<file path="src/rtl/reg_file_dumper_pkg.sv">
// ---------------------------------------------------------------------------
// reg_file_dumper_pkg
//   Shared definitions for the register-file dump engine: the FSM state
//   encoding and the default geometry, which matches the 8x8 reg_file.
// ---------------------------------------------------------------------------
package reg_file_dumper_pkg;

    localparam int DEF_NUM_REGS  = 8;
    localparam int DEF_ADDR_W    = 3;
    localparam int DEF_DATA_W    = 8;
    localparam int DEF_READ_WAIT = 1;

    typedef enum logic [2:0] {
        ST_IDLE  = 3'd0,
        ST_REQ   = 3'd1,
        ST_WAIT  = 3'd2,
        ST_SEND0 = 3'd3,
        ST_SEND1 = 3'd4,
        ST_FIN   = 3'd5
    } dump_state_t;

endpackage

</file>
<file path="src/rtl/reg_file_dumper.sv">
// ---------------------------------------------------------------------------
// reg_file_dumper
//   Read-side initiator that dumps the whole register file on START.
//   Registers are read two at a time through the file's asynchronous read
//   ports while the read-address bus is granted. The values are then streamed
//   out one byte per valid/ready handshake, tagged with their register index.
//   The dumper never writes the file.
//
// Ports
//   CLK, RESET            clock, synchronous active-high reset
//   START                 one-cycle pulse, begins a dump when idle
//   BUS_REQ / BUS_GNT     read-port arbitration handshake
//   RD_ADDR1 / RD_ADDR2   read addresses for the pair (2p, 2p+1)
//   RD_DATA1 / RD_DATA2   register-file read data
//   DOUT, DOUT_IDX        streamed value and its register index
//   DOUT_VALID/READY/LAST stream handshake, LAST marks index NUM_REGS-1
//   BUSY                  high whenever not idle
//   DONE                  one-cycle pulse after the final byte is accepted
// ---------------------------------------------------------------------------
module reg_file_dumper
    import reg_file_dumper_pkg::*;
#(
    parameter int NUM_REGS  = DEF_NUM_REGS,
    parameter int ADDR_W    = DEF_ADDR_W,
    parameter int DATA_W    = DEF_DATA_W,
    parameter int READ_WAIT = DEF_READ_WAIT
) (
    input  logic              CLK,
    input  logic              RESET,
    input  logic              START,
    output logic              BUS_REQ,
    input  logic              BUS_GNT,
    output logic [ADDR_W-1:0] RD_ADDR1,
    output logic [ADDR_W-1:0] RD_ADDR2,
    input  logic [DATA_W-1:0] RD_DATA1,
    input  logic [DATA_W-1:0] RD_DATA2,
    output logic [DATA_W-1:0] DOUT,
    output logic [ADDR_W-1:0] DOUT_IDX,
    output logic              DOUT_VALID,
    input  logic              DOUT_READY,
    output logic              DOUT_LAST,
    output logic              BUSY,
    output logic              DONE
);

    localparam int WAIT_W = (READ_WAIT < 2) ? 1 : $clog2(READ_WAIT + 1);
    localparam logic [ADDR_W-1:0] LAST_PAIR = ADDR_W'(NUM_REGS / 2 - 1);
    localparam logic [WAIT_W-1:0] WAIT_LOAD = WAIT_W'(READ_WAIT);

    dump_state_t       state;
    dump_state_t       next_state;
    logic [ADDR_W-1:0] pair;
    logic [ADDR_W-1:0] pair_base;
    logic [WAIT_W-1:0] wait_cnt;
    logic [DATA_W-1:0] buf0;
    logic [DATA_W-1:0] buf1;

    // Address of the even register of the current pair.
    assign pair_base = pair << 1;

    // State register.
    always_ff @(posedge CLK) begin
        if (RESET) begin
            state <= ST_IDLE;
        end else begin
            state <= next_state;
        end
    end

    // Datapath registers: pair counter, read-settle counter and the two
    // capture buffers. Captures only happen at the end of an unbroken wait,
    // so a grant loss never leaves half-sampled data behind.
    always_ff @(posedge CLK) begin
        if (RESET) begin
            pair     <= '0;
            wait_cnt <= '0;
            buf0     <= '0;
            buf1     <= '0;
        end else begin
            case (state)
                ST_REQ: begin
                    if (BUS_GNT) begin
                        wait_cnt <= WAIT_LOAD;
                    end
                end
                ST_WAIT: begin
                    if (BUS_GNT) begin
                        if (wait_cnt == '0) begin
                            buf0 <= RD_DATA1;
                            buf1 <= RD_DATA2;
                        end else begin
                            wait_cnt <= wait_cnt - 1'b1;
                        end
                    end
                end
                ST_SEND1: begin
                    if (DOUT_READY && (pair != LAST_PAIR)) begin
                        pair <= pair + 1'b1;
                    end
                end
                ST_FIN: begin
                    pair <= '0;
                end
                default: begin
                end
            endcase
        end
    end

    // Next-state logic.
    always_comb begin
        next_state = state;
        case (state)
            ST_IDLE:  if (START) next_state = ST_REQ;
            ST_REQ:   if (BUS_GNT) next_state = ST_WAIT;
            ST_WAIT: begin
                if (!BUS_GNT) begin
                    next_state = ST_REQ;
                end else if (wait_cnt == '0) begin
                    next_state = ST_SEND0;
                end
            end
            ST_SEND0: if (DOUT_READY) next_state = ST_SEND1;
            ST_SEND1: begin
                if (DOUT_READY) begin
                    next_state = (pair == LAST_PAIR) ? ST_FIN : ST_REQ;
                end
            end
            ST_FIN:   next_state = ST_IDLE;
            default:  next_state = ST_IDLE;
        endcase
    end

    // Outputs are decoded from registered state only, so VALID never has a
    // combinational path from READY and the bus is released while sending.
    always_comb begin
        RD_ADDR1   = pair_base;
        RD_ADDR2   = pair_base | ADDR_W'(1);
        BUS_REQ    = 1'b0;
        DOUT       = '0;
        DOUT_IDX   = '0;
        DOUT_VALID = 1'b0;
        DOUT_LAST  = 1'b0;
        BUSY       = (state != ST_IDLE);
        DONE       = 1'b0;
        case (state)
            ST_REQ, ST_WAIT: BUS_REQ = 1'b1;
            ST_SEND0: begin
                DOUT       = buf0;
                DOUT_IDX   = pair_base;
                DOUT_VALID = 1'b1;
            end
            ST_SEND1: begin
                DOUT       = buf1;
                DOUT_IDX   = pair_base | ADDR_W'(1);
                DOUT_VALID = 1'b1;
                DOUT_LAST  = (pair == LAST_PAIR);
            end
            ST_FIN:   DONE = 1'b1;
            default: begin
            end
        endcase
    end

endmodule

</file>
<file path="config.mk">
export PLATFORM = sky130hd
export DESIGN_NAME = reg_file_dumper
export DESIGN_NICKNAME = d
export VERILOG_FILES = /design/src/rtl/reg_file_dumper_pkg.sv /design/src/rtl/reg_file_dumper.sv
export SDC_FILE = /design/constraint.sdc
export NUM_CORES = 1
export LEC_CHECK = 0
export ABC_CLOCK_PERIOD_IN_PS = 3400
export CORE_UTILIZATION = 48
export DETAILED_ROUTE_END_ITERATION = 10
export PLACE_DENSITY = 0.84
export SLEW_MARGIN = 10
export SYNTH_ARGS = -nofsm -noshare
export SYNTH_HDL_FRONTEND = slang
export SYNTH_SLANG_ARGS = --single-unit
</file>
<file path="constraint.sdc">
create_clock -name CLK -period 3.4 [get_ports CLK]
set_clock_uncertainty 0.2 [all_clocks]
set_input_delay 0.34 -clock CLK [delete_from_list [all_inputs] [get_ports CLK]]
set_output_delay 0.34 -clock CLK [all_outputs]
set_load 0.01 [all_outputs]
</file>
; Yosys cells after proc, flatten, opt, wreduce, memory -nomap -nowiden
; Cells that the tools add are included.
[op_classes]
bitwise = 1
n_eq_ne = 14
add_sub_neg = 2
n_shift = 0
reduce_logical = 11
div_mod_pow = 0
magnitude_cmp = 0
mux = 20
n_mul = 0
[op_table]
columns = cell, count
row1 = 3-bit 2-to-1 mux, 8
row2 = 8-bit case mux with 2 select lines, 1
row3 = 3-bit case mux with 5 select lines, 1
row4 = 2-bit inequality test (second input constant), 6
row5 = 3-bit case mux with 2 select lines, 2
row6 = 3-bit by 2-bit equality test with 1-bit output (second input constant), 3
row7 = 1-bit 2-to-1 mux, 7
row8 = 3-bit equality test (second input constant), 2
row9 = 3-bit AND reduction, 2
row10 = 5-bit AND reduction, 1
row11 = 2-bit nonzero test, 2
row12 = 2-bit OR reduction, 2
row13 = 3-bit by 1-bit adder with 3-bit output (second input constant), 1
row14 = 3-bit by 1-bit equality test with 1-bit output (second input constant), 1
row15 = 3-bit logical NOT, 1
row16 = 3-bit by 2-bit inequality test with 1-bit output (second input constant), 1
row17 = 3-bit inequality test (second input constant), 1
row18 = 3-bit nonzero test, 1
row19 = 1-bit case mux with 2 select lines, 1
row20 = 2-bit AND reduction, 1
row21 = 1-bit logical AND, 1
row22 = 1-bit NOT, 1
row23 = 1-bit subtractor (second input constant), 1
[totals]
out_inout_bits = 22
latchBits = 0
mem_bits_ro = 0
ram_bits = 0
word_cells = 53
memories = 0
inputBits = 21
register_bits = 23

; Longest topological paths before layout
[logic_depth]
ltp_word = 4
depth_mapped = 7
mapped_depth_nobuf = 6

; Worst setup path before layout
; OpenSTA, ideal clock, no wires.
[synth_path]
kind = register to output
start = reg state[1]
end = out DOUT_IDX[1]
path_buffers = 1
stages_incl_launch_ff = 6
required_ns = 2.860
t_arrival_ns = 1.242
slack_ns = 1.618
path_cell_list = dfxtp_1 -> buf_6 -> or3b_4 -> inv_2 -> or2_1 -> and2_1
[synth_via]
elab_chain_len = 2
elab_cells_between_ends = 3
cone_classes = eq/ne (2) / mux (1)
[synth_rtl]
columns = element, line
row1 = "start, declared", reg_file_dumper.sv:50  ; dump_state_t state;
row2 = "start signal, assigned", reg_file_dumper.sv:66  ; state <= next_state;
row3 = 3-bit equality test or 3-bit by 2-bit equality test with 1-bit output (tied branches), reg_file_dumper.sv:146  ; case (state)
row4 = 3-bit case mux with 2 select lines *, reg_file_dumper.sv:146
row5 = "end, declared", reg_file_dumper.sv:38  ; output logic [ADDR_W-1:0] DOUT_IDX,
; Mark *: on every way between the ends. The rest lies on a longest branch, timed or not.

; Worst setup path in the final report
[layout_path]
start = reg state[2]
end = out DOUT_IDX[2]
; Same word-level chain as after synthesis.

==> results.py <==
metrics = {
    "sta": {
        "max_freq_ghz": 0.337,
        "tns_ns": 0,
        "fin_hold_ws_ns": 0.309,
        "worst_pin_slew_ns": 0.776,
        "drv_slew": 0,
        "finalWorstSetupSlack_ns": 0.431,
        "fin_crit_sh_pct": 87.3,
        "hold_viol": 0,
        "grt_setup_unrepaired": "no",
        "fin_crit_ns": 2.97,
        "setup_viol_count_final": 0,
        "maxSlewHeadroom_pct": 48.1,
    },
    "global_route": {
        "grt_pass1_wl_um": 4080,
        "grt_pass1_vias": 922,
        "grt_remaining_overflow": 0,
        "grt_usage_pct": 20.2,
        "grt_max_degree": 23,
        "antenna_found_initial": 0,
    },
    "cts": {
        "cts_setup_buffers": 0,
        "postCtsResizedCells": 0,
        "clk_latency_ns": 0.30,
        "clock-sinks": 23,
        "clk_pin_slew_ns": 0.12,
        "clockRootBuffer": "clkbuf_4",
        "cts_buffers": 3,
        "holdBufCountCts": 0,
        "cts_tree": "built",
        "cts.htree.levels": 1,
        "cts.path.max_buffers": 2,
    },
    "route": {
        "drc": 0,
        "vias_per_cell": 5.24,
        "routedWlPerCell_um": 12.9,
        "drt_iter0_markers": 9,
        "drt_pass1_iterations": 4,
        "vias": 991,
        "routed_wl_um": 2440,
        "ant_nets": 0,
    },
    "hold_path": {
        "hold_depth": 2,
        "min_path_type": "flop to flop",
    },
    "synth": {
        "synth_common_cells": "dfxtp_1 (23), nor2_1 (22), mux2i_1 (17), a22o_1 (8), buf_4 (7)",
        "synth-xor-area-share_pct": 1.42,
        "synthArstFlopShare_pct": 0,
        "synth_seq_cells": 23,
        "synth_seq_area_share_pct": 37.3,
        "yosysWarnings": 0,
        "synth_mux_area_share_pct": 13.8,
        "synthAdderAreaFrac_pct": 2.03,
        "syn_nets": 151,
        "synth_edf_count": 0,
        "syn-instance-count": 128,
        "synth_compound_area_share_pct": 14.4,
        "synthFlopType": "dfxtp_1",
        "synth_area_leaders": "dfxtp_1 (37%), mux2i_1 (14%), nor2_1 (6.7%)",
        "synthSimpleGateAreaFrac_pct": 19.9,
        "yosysMostFrequentCell": "dfxtp_1",
        "yosysTopAreaCell": "dfxtp_1",
        "netlist.area_leader.share_pct": 37.3,
        "syn_avg_cell_area_um2": 9.65,
        "synth_cell_types": 37,
        "netlist_area_mm2": 0.00123,
        "synth_top_family_by_area": "simple AND/OR/NAND/NOR gates",
    },
    "critical_path": {
        "arrival_ns": 2.43,
        "crit_path_max_fanout": 12,
        "crit_type": "flop to primary output",
        "reg2reg_depth": 4,
        "cp-end-kind": "primary output",
        "required_ns": 2.86,
        "start_kind": "flop",
    },
    "finish": {
        "diodes": 0,
        "area_delta_synth_final_pct": 28.8,
        "n_fill_cell": 214,
        "final_layout_size_suffix_gt1_share_pct": 8.81,
        "final_nets": 183,
    },
    "floorplan": {
        "die_width_um": 52.7,
        "dieArea_mm2": 0.00278,
        "io_pins": 43,
        "die_h_um": 52.7,
        "core_area_mm2": 0.00245,
        "num_rows": 18,
        "start_util_pct": 50.3,
    },
    "status": {
        "status": "complete, no violations",
    },
    "placement": {
        "place_hpwl_um": 1850,
        "gp_congestion": 0.733,
        "pre_cts_ws_ns": 0.762,
        "numPortBuffers": 40,
    },
    "power": {
        "ir_worst_vdd_v": 0.000298,
        "p_per_area_mw_per_mm2": 415,
        "p_leak_nw": 0.688,
    },
    "run": {
        "cap_violations": 0,
    },
}
-- critical path: stages (launching register included) --
cell and delay, ns:
dfxtp_1 0.62, or3b_4 0.47, inv_2 0.20, or2_1 0.17
and2_1 0.14, clkdlybuf4s50_1 0.53
-- layout by cell type (no fill, tap or decap), types with 2 or more instances in the layout --
cell type | Yosys | layout
conb_1 | 2 | 2
inv_2 | 3 | 3
mux2i_1 | 17 | 17
clkdlybuf4s50_1 | 0 | 40
ha_1 | 2 | 2
nor2_1 | 22 | 22
a22o_1 | 8 | 8
nand2b_1 | 2 | 2
o21ai_0 | 3 | 3
a21oi_1 | 3 | 3
clkbuf_4 | 0 | 3
xnor2_1 | 2 | 2
nor2b_1 | 3 | 3
dfxtp_1 | 23 | 23
and2_1 | 3 | 3
-- kinds of logic after synthesis --
kind of cell,count (synthesis)
AO/OA/AOI/OAI,22
flip-flops,23
multiplexers,17
adder cells (fa/ha/maj),2
other,2
XOR/XNOR,2
buffers and inverters,18
AND/OR/NAND/NOR,42
-- report_power, final --
part / leakage (nW) / switching (mW) / internal, mW / total [mW]
Sequential: 0.186 / 0.0408 / 0.293 / 0.333
Clock: 0.0150 / 0.0765 / 0.0458 / 0.122
Combinational: 0.488 / 0.0899 / 0.114 / 0.204
Total: 0.688 / 0.207 / 0.452 / 0.660
-- state kept, by name, indices dropped and copies added (netlist names) --
register,cells
wait_cnt,1
buf1,8
buf0,8
pair,3
state,3
-- area by class of cell --
class                   count  area (µm²)  area share (%)
clock buffers               4        26.3            1.65
inverters                   4        15.0           0.944
flip-flops and latches     23         460            29.0
multi-input cells          87         643            40.4
repair buffers             41         408            25.6
well taps                  30        37.5            2.36
-- worst paths after layout --
| kind | startpoint | end | slack [ns] |
|---|---|---|---|
| min reg2reg | buf0[2] | buf0[2] | 0.31 |
| max | state[2] | DOUT_IDX[2] | 0.43 |
| min | buf0[2] | buf0[2] | 0.31 |
| max reg2reg | state[2] | state[2] | 1.45 |
-- metrics by stage --
stage                     total power [mW]  cells  cell area (µm²)  util [%]
after floorplan                      0.485    128             1230         -
after global placement               0.535    185             1560      63.7
after detailed placement             0.544    185             1560      63.7
after CTS                            0.667    189             1590      64.8
after global routing                 0.702    189             1590      64.8
final                                0.660    189             1590      64.8
-- layer usage --
| layer | routed length [µm] | GRT usage (%) | up-vias |
|---|---|---|---|
| li1 | - | - | 500 |
| met1 | 1040 | 24.1 | 464 |
| met2 | 1280 | 35.7 | 23 |
| met3 | 84 | 3.48 | 4 |
| met4 | 31 | 7.46 | 0 |
| met5 | 0 | 0 | - |
No activity file was read; power rests on OpenSTA's default activity.
==> patch 1, RTL diff (config.mk and constraints unchanged) <==
The 6 states of `dump_state_t` get a one-hot encoding in 6 bits.
--- a/src/rtl/reg_file_dumper_pkg.sv
+++ b/src/rtl/reg_file_dumper_pkg.sv
@@ -12,9 +12,9 @@
 
-    typedef enum logic [2:0] {
-        ST_IDLE  = 3'd0,
-        ST_REQ   = 3'd1,
-        ST_WAIT  = 3'd2,
-        ST_SEND0 = 3'd3,
-        ST_SEND1 = 3'd4,
-        ST_FIN   = 3'd5
+    typedef enum logic [5:0] {
+        ST_IDLE  = 6'b000001,
+        ST_REQ   = 6'b000010,
+        ST_WAIT  = 6'b000100,
+        ST_SEND0 = 6'b001000,
+        ST_SEND1 = 6'b010000,
+        ST_FIN   = 6'b100000
     } dump_state_t;
Formal check against the unedited RTL: no difference found for any inputs over 10 cycles, from zero or initial values and one cycle with RESET high; not proved beyond that.
==> patch 1 against the unedited design <==
- sequential cell count increased by 3
- combinational power increased by 19%
- design area increased by 8.6%
- wire length increased by 26%
- worst setup slack improved by 0.052 ns
- power increased by 23%
- area after synthesis increased by 6.0%
- non-clock buffer count increased by 1
- critical endpoint is now DOUT[2]
==> patch 1: results (changes against the unedited design) <==
sequential area share after synthesis=39.8% (+2.5 points); CP max stage cell=clkdlybuf4s50_1; Worst Setup EP=DOUT[2]; vias per cell=5.50 (+4.9%); GRT Total Usage=23.2% (+3.0 points); met3 WL=165 um (+96%); setup ws final=0.483 ns (+0.0518 ns); FF-to-FF Start=state[1]; top post-synthesis cells by area=dfxtp_1, nand2_1, a21oi_1, a22o_1, buf_4; CP Launch Point=state[1]; Adder-Cell Fraction of Synth Area=1.91% (-0.11 points); status=finished, final reports clean; M3 GR Usage=5.28% (+1.8 points); DP Worst Slack=0.859 ns (+0.0970 ns); M2 GR Usage=42.5% (+6.8 points); Reg clk slew, reported paths=0.15 ns (+0.03 ns); FF-to-FF End=buf0[1]; clock latency on the worst-skew pair=0.33 ns (+0.03 ns); Worst Path Max Fanout=9 (-3); post-synthesis xor/xnor area fraction=1.34% (-0.080 points); Hold Path Sink=buf0[5]; Min-Delay Startpoint=buf0[5]; layout cells sized above 1=7.33% (-1.5 points); met1 Usage GRT=25.9% (+1.8 points); Placed Cells incl. Taps=217 (+17%); total number of vias=1,216 (+23%); Iteration-0 DRC Markers=37 (+28); dpl hpwl=2270 um (+22%); GPL Wtd Cong=0.891 (+22%); flop2flop setup slack=1.23 ns (-0.22 ns); WL met1=1340 um (+29%); Pleak=0.000625 uW (-9.2%); post-synthesis cell type count=44 (+19%); WL/cell=13.9 um (+8.1%); list of most frequent post-synthesis cells=nand2_1, dfxtp_1, a21oi_1, a22o_1, buf_4
patch 1: cell count changes after synthesis, sizes merged, moves of 3 or more:
cell / before / now
mux2i: 17 / 1
dfxtp: 23 / 26
nor2: 23 / 7
nand3: 0 / 3
nand2: 0 / 36
a21oi: 3 / 18
patch 1: power by group through the flow:
| stage | Sequential, uW | Combinational, uW | Clock, uW |
|---|---|---|---|
| 3_3_place_gp | 355 | 234 | 0 |
| 2_1_floorplan | 344 | 182 | 0 |
| 3_5_place_dp | 358 | 241 | 0 |
| 4_1_cts | 351 | 242 | 216 |
| 6_report | 352 | 243 | 214 |
| 5_1_grt | 357 | 267 | 229 |
patch 1: area by class of cell:
cell class | count | area (um^2) | area share [%]
Tap cell | 30 | 37.5 | 2.17
Multi-Input combinational cell | 113 | 678 | 39.3
Sequential cell | 26 | 520 | 30.1
Timing Repair Buffer | 42 | 415 | 24.1
Inverter | 6 | 22.5 | 1.30
Clock buffer | 3 | 22.5 | 1.30
Clock inverter | 1 | 30.0 | 1.74
==> patch 2, RTL diff (same settings) <==
Without the edit above. `DEF_ADDR_W`: 3 -> 2.
--- a/src/rtl/reg_file_dumper_pkg.sv
+++ b/src/rtl/reg_file_dumper_pkg.sv
@@ -8,3 +8,3 @@
     localparam int DEF_NUM_REGS  = 8;
-    localparam int DEF_ADDR_W    = 3;
+    localparam int DEF_ADDR_W    = 2;
     localparam int DEF_DATA_W    = 8;
Ports: changed (resized DOUT_IDX, RD_ADDR1 and RD_ADDR2); port bits go from 43 to 40. The function was not compared with the original's and may differ.
==> patch 2 against the unedited design <==
- sequential cell count decreased by 1
- critical path depth decreased by 1
- final cell count increased by 4.8%
- wire length decreased by 2.9%
- power about the same
- area after synthesis decreased by 11%
- design area decreased by 7.3%
- global-route usage decreased by 0.14 points
- clock power increased by 16%
- core utilization increased by 6.7 points
- worst setup slack improved by 0.071 ns
==> patch 2: results (changes against the unedited design) <==
Post-DP Area=1440 um^2 (-8.1%); Clk pwr share=21.3% (+2.8 points); M3 GR Usage=5.56% (+2.1 points); layout cells sized above 1=4.68% (-4.1 points); Fillers=162 (-24%); Worst Path Max Fanout=13 (+1); dpl hpwl=1730 um (-6.8%); largest net degree at the start of global routing=25 (+8.7%); Sw Share=31.4% (about the same); Cell Count, Final, Fillers Out=198 (+4.8%); GPL Wtd Cong=0.766 (+4.6%); top post-synthesis cells by area=dfxtp_1, nand2_1, a21oi_1, a22o_1, buf_4; Post-Syn Nets=164 (+8.6%); DR top layer=met3; Pint=453 uW (about the same); vias per cell=5.26 (+0.37%); final period utilization=85.2% (-2.1 points); Synth Area in Compound Gates=23.2% (+8.8 points); vias in the first global route=934 (+1.3%); met3 WL=114 um (+36%); routed wl met2=1210 um (-5.8%); crit path DAT=2.36 ns (-0.07 ns); sequential area share after synthesis=40.0% (+2.7 points); DP Worst Slack=0.866 ns (+0.103 ns); Placed Cells incl. Taps=194 (+4.9%); Iteration-0 DRC Markers=33 (+24); status=finished, final reports clean; GRT Total Usage=20.1% (-0.14 points); WL/cell=12.0 um (-7.3%); # port buffers=37 (-7.5%); post-synthesis cell type count=30 (-19%); Reg power frac=48.8% (-1.8 points); largest registers=buf0 x8, buf1 x8, state x3; Peak supply drop=0.408 mV (+37%); first-pass GRT wire length=3880 um (-4.9%); list of most frequent post-synthesis cells=nand2_1, dfxtp_1, a21oi_1, a22o_1, nor2_1; met1 Usage GRT=24.0% (-0.11 points)
[patch 2: cell types whose count changed in the layout (fill, tap and decap cells not counted), moves of 15 or more]
cell,delta
nor2_1,-15
a21oi_1,+15
mux2i_1,-15
nand2_1,+34
[patch 2: final timing paths]
check	from	to	cells after the start
worst max register to register	state[1]	buf1[6]	4
worst max-delay path	state[2]	DOUT[7]	4
worst min register to register	buf0[0]	buf0[0]	2
worst min-delay path	buf0[0]	buf0[0]	2
[patch 2: final cells by class]
| class | instances | area, um^2 | share of cell area [%] |
|---|---|---|---|
| Timing Repair Buffer | 38 | 378 | 25.6 |
| Inverter | 3 | 11.3 | 0.764 |
| Clock buffer | 4 | 36.3 | 2.46 |
| Sequential cell | 22 | 440 | 29.9 |
| Tap cell | 27 | 33.8 | 2.29 |
| Multi-Input combinational cell | 104 | 574 | 39.0 |
[patch 2: worst max-delay path: stages, from the launching register on]
cell and delay, ns:
dfxtp_1 0.55, or3b_4 0.44, inv_1 0.31, a22o_1 0.21, clkdlybuf4s50_1 0.53
